**src/rtl/fetch_stage_ctrl.sv**
```systemverilog
// fetch_stage_ctrl: PC register and IF/ID pipeline register with stall, redirect/flush and saturating stall counter
module fetch_stage_ctrl #(
  parameter logic [31:0] RESET_PC = 32'h0000_0000,
  parameter int CNT_WIDTH = 16
) (
  input  logic                 clk,
  input  logic                 rst,
  input  logic                 pc_load,
  input  logic                 ifid_load,
  input  logic                 ifid_flush,
  input  logic [1:0]           pc_src,
  input  logic [31:0]          branch_target,
  input  logic [31:0]          jump_target,
  input  logic [31:0]          jr_target,
  output logic [31:0]          imem_addr,
  input  logic [31:0]          imem_rdata,
  output logic [31:0]          pc,
  output logic [31:0]          instr_id,
  output logic [31:0]          pc_plus4_id,
  output logic                 valid_id,
  output logic [CNT_WIDTH-1:0] stall_count
);
  logic [31:0] pcPlus4, nextPc;
  assign imem_addr = pc;
  always_comb begin
    pcPlus4 = pc + 32'd4;
    nextPc = pc_src == 2'd0 ? pcPlus4 :
             pc_src == 2'd1 ? branch_target :
             pc_src == 2'd2 ? jump_target : jr_target;
  end
  always_ff @(posedge clk) begin
    if (rst) begin
      pc <= RESET_PC;
      instr_id <= '0;
      pc_plus4_id <= '0;
      valid_id <= 1'b0;
      stall_count <= '0;
    end else begin
      if (pc_load) pc <= {nextPc[31:2], 2'b00};
      // stall wins over flush: a held IF/ID keeps the branch for re-evaluation
      if (ifid_load) begin
        instr_id <= ifid_flush ? 32'h0 : imem_rdata;
        pc_plus4_id <= ifid_flush ? 32'h0 : pcPlus4;
        valid_id <= !ifid_flush;
      end
      if (!pc_load && stall_count != '1) stall_count <= stall_count + 1'b1;
    end
  end
endmodule

```
**config.mk**
```make
export PLATFORM = sky130hd
export DESIGN_NAME = fetch_stage_ctrl
export DESIGN_NICKNAME = d
export VERILOG_FILES = /design/src/rtl/fetch_stage_ctrl.sv
export SDC_FILE = /design/constraint.sdc
export NUM_CORES = 1
export LEC_CHECK = 0
export BUFFER_PORTS_ARGS = -buffer_cell sky130_fd_sc_hd__buf_2
export CORE_UTILIZATION = 42
export DETAILED_ROUTE_END_ITERATION = 6
export MAX_ROUTING_LAYER = met4
export PLACE_DENSITY = 0.88
export REMOVE_ABC_BUFFERS = 1
export SLEW_MARGIN = 20
export SYNTH_ARGS = -nofsm -noshare
export SYNTH_HDL_FRONTEND = slang
export SYNTH_SLANG_ARGS = --single-unit
```
**constraint.sdc**
```tcl
create_clock -name clk -period 2 [get_ports clk]
set_input_delay 0.4 -clock clk [delete_from_list [all_inputs] [get_ports clk]]
set_output_delay 0.4 -clock clk [all_outputs]
set_load 0.02 [all_outputs]
```
==> reports/metrics.csv <==
metric,value,unit
CTS Sinks,109,
gr usage total,26.2,%
RSZ-0062 raised after global routing,false,
FILL cells,1217,
largest net degree at the start of global routing,41,
drt first pass iters,5,
Initial Util,43.7,%
port bufs,267,
clock root buffer master,clkbuf_16,
"most common cell after layout, fill and taps aside",buf_2,
FP Rows,42,
DR vias,6030,
CP max-delay cell,nor4_4,
Synth Area in Compound Gates,21.5,%
"antenna viol nets, final",0,
Top-Level Pins,280,
layout cell share with drive strength beyond 1,41.2,%
Yosys top cell area share,37.3,%
post-synth cell types,70,
most frequent cells in the layout,"267 x buf_2, 109 x dfxtp_1, 80 x nor2_1, 53 x buf_4, 41 x a22oi_1",
Post-Synth Simple-Gate Area,19.0,%
Max Cap Viol,0,
Setup WS post-layout,0.116,ns
Tcrit/Tclk final,94.2,%
Most used DFF post-synth,dfxtp_1,
Finished Cell Area,7710,um2
DRT iter0 DRCs,485,
final WL,18.4,mm
Post-Place Setup Slack,0.0604,ns
worst hold start,imem_rdata[29],
share of synthesized registers carrying an async set or reset,0,%
CP startpoint kind,flop,
Post-Synth XOR/XNOR Area,5.83,%
Relative slew margins,58.1,%
GR Overflow Total,0,
Leakage Power,0.00367,uW
largest family of logic cells by synthesized area,compound AO/OA/AOI/OAI gates,
crit path max fanout,13,
"Seq/Total Area, Yosys",37.3,%
final RePlAce weighted congestion,0.888,
outcome,"finished, final reports clean",
worst skew pair latency,0.35,ns
DR DRC count,0,
hpwl dp,13.8,mm
Final setup viols,0,
Cells after DPL,1091,
Synth Instances,676,
Post-Syn Area,5860,um2
number of synthesized flops with an enable pin,0,
worst hold path type,primary input to flop,
Final Skew,0.00641,ns
critical path cell sequence,ha_1 -> nand3_2 -> nor4_4 -> buf_6 -> nand4_1 -> xnor2_1 -> a22o_1,
Synth Area in Adders,0.427,%
die width,120,um
Synth Area per Inst,8.66,um2
CTS H-tree lvls,3,
final cell count without fillers,1113,
Worst Max-Slew Pin Slew,0.627,ns
Worst VDD drop,0.400,mV
wire per inst,16.6,um
Yosys reg bits,109,
CTS tree,built,
die height,120,um
power per cell area,660,nW/um2
crit path from,imem_addr[2],
area delta synth->final,31.7,%
Ys Warns,0,
core area,13400,um2
vias in the first global route,5523,
Die Area,14400,um2
CP peak stage delay,0.35,ns
Vias/cell,5.42,
path type of the worst setup path,flop to flop,
"Net count, final",1065,
Final Hold Viols,0,
CP required,2.24,ns
initial antenna violation count,4,
final core area utilization,57.6,%
reg2reg start,imem_addr[2],
Post-CTS Hold Fix Bufs,0,
Slew Limit Fails,0,
top post-synthesis cells by area,"dfxtp_1 37%, nor2_1 5.3%, a22oi_1 5.3%",
largest area contributor in the netlist,dfxtp_1,
"Cell Area, Placed",7410,um2
CTS max path bufs,2,
Max Clk Rate,531,MHz
Final min period,1.88,ns
first-pass GRT wire length,28.9,mm
Arrival @ worst endpoint,2.13,ns
crit path capture type,flop,
CTS Buf Count,9,
Clock transition at path regs,0.07,ns
multiplexer share of the synthesized area,6.65,%
[metal layers]
layer	track usage, %	share of wire, %
met1	32.2	43
met2	43.2	50
met3	3.80	5.2
met4	9.84	2.6
met5	-	0
[path summary, 6_finish.rpt]
check	end	slack, ns	cells past startpoint
min	instr_id[29]	0.28	3
max reg2reg	pc_plus4_id[24]	0.12	7
max	pc_plus4_id[24]	0.12	7
min reg2reg	pc_plus4_id[29]	0.45	2
[kinds of logic after synthesis]
group / Yosys count
simple gates: 217
flops: 109
compound gates: 175
mux: 34
fa+ha+maj: 2
other cells: 1
buf+inv: 99
xor+xnor: 39
[final cells by class]
class                   count  area, um2  share of cell area [%]
multi-input cells         473       3170                    41.1
flip-flops and latches    109       2180                    28.3
repair buffers            325       1830                    23.7
clock buffers              11        233                    3.02
well taps                 176        220                    2.86
inverters                  10       37.5                   0.487
clock inverters             5       36.3                   0.470
diodes                      4       10.0                   0.130
[synth_stat cells (3+ instances only)]
master	instances
xor2_1	6
mux2_2	9
mux4_2	3
o21ai_0	22
o221a_2	3
nand3_1	19
nor3_1	18
clkbuf_1	29
a221o_1	3
a31o_2	7
buf_1	7
a22o_1	23
and3_1	10
a22oi_1	41
nor2b_1	4
dfxtp_1	109
inv_1	9
nand2_1	36
and4_1	4
a21oi_1	38
nand4_1	14
nor4_1	4
buf_4	38
a211oi_1	11
mux2i_1	22
a31oi_1	5
and2_1	4
nor2_1	83
xnor2_1	33
buf_2	12
[state kept, by name, indices dropped and copies added (netlist names)]
signal and flops:
instr_id 32, imem_addr 30, valid_id 1, stall_count 16
pc_plus4_id 30
[timing repair]
item	CTS	global route
gates resized for setup	0	3
setup endpoints to repair	0	13
setup buffers	0	2
[worst max-delay path: cells and delay by family (launching register included)]
family / cells / cell delay [ns]
xor gates and xnor gates: 1 / 0.15
adders and majority gates: 1 / 0.19
buffers and inverters: 1 / 0.20
DFF: 1 / 0.34
and+or+nand+nor: 3 / 0.70
AOI/OAI and AO/OA: 1 / 0.19
[where the power goes]
part	internal (uW)	switching, uW	total, uW
clock network	853	838	1690
registers	2260	68.4	2330
logic	450	621	1070
[stage by stage]
stage	power [uW]	setup TNS (ns)	hold WS, ns
4_1_cts	5120	0	0.270
6_report	5090	0	0.279
3_3_place_gp	3420	0	0.434
2_1_floorplan	2910	-13.10	0.465
5_1_grt	5300	0	0.285
3_5_place_dp	3440	0	0.437
Note: power is estimated with default switching activity, not from simulation.
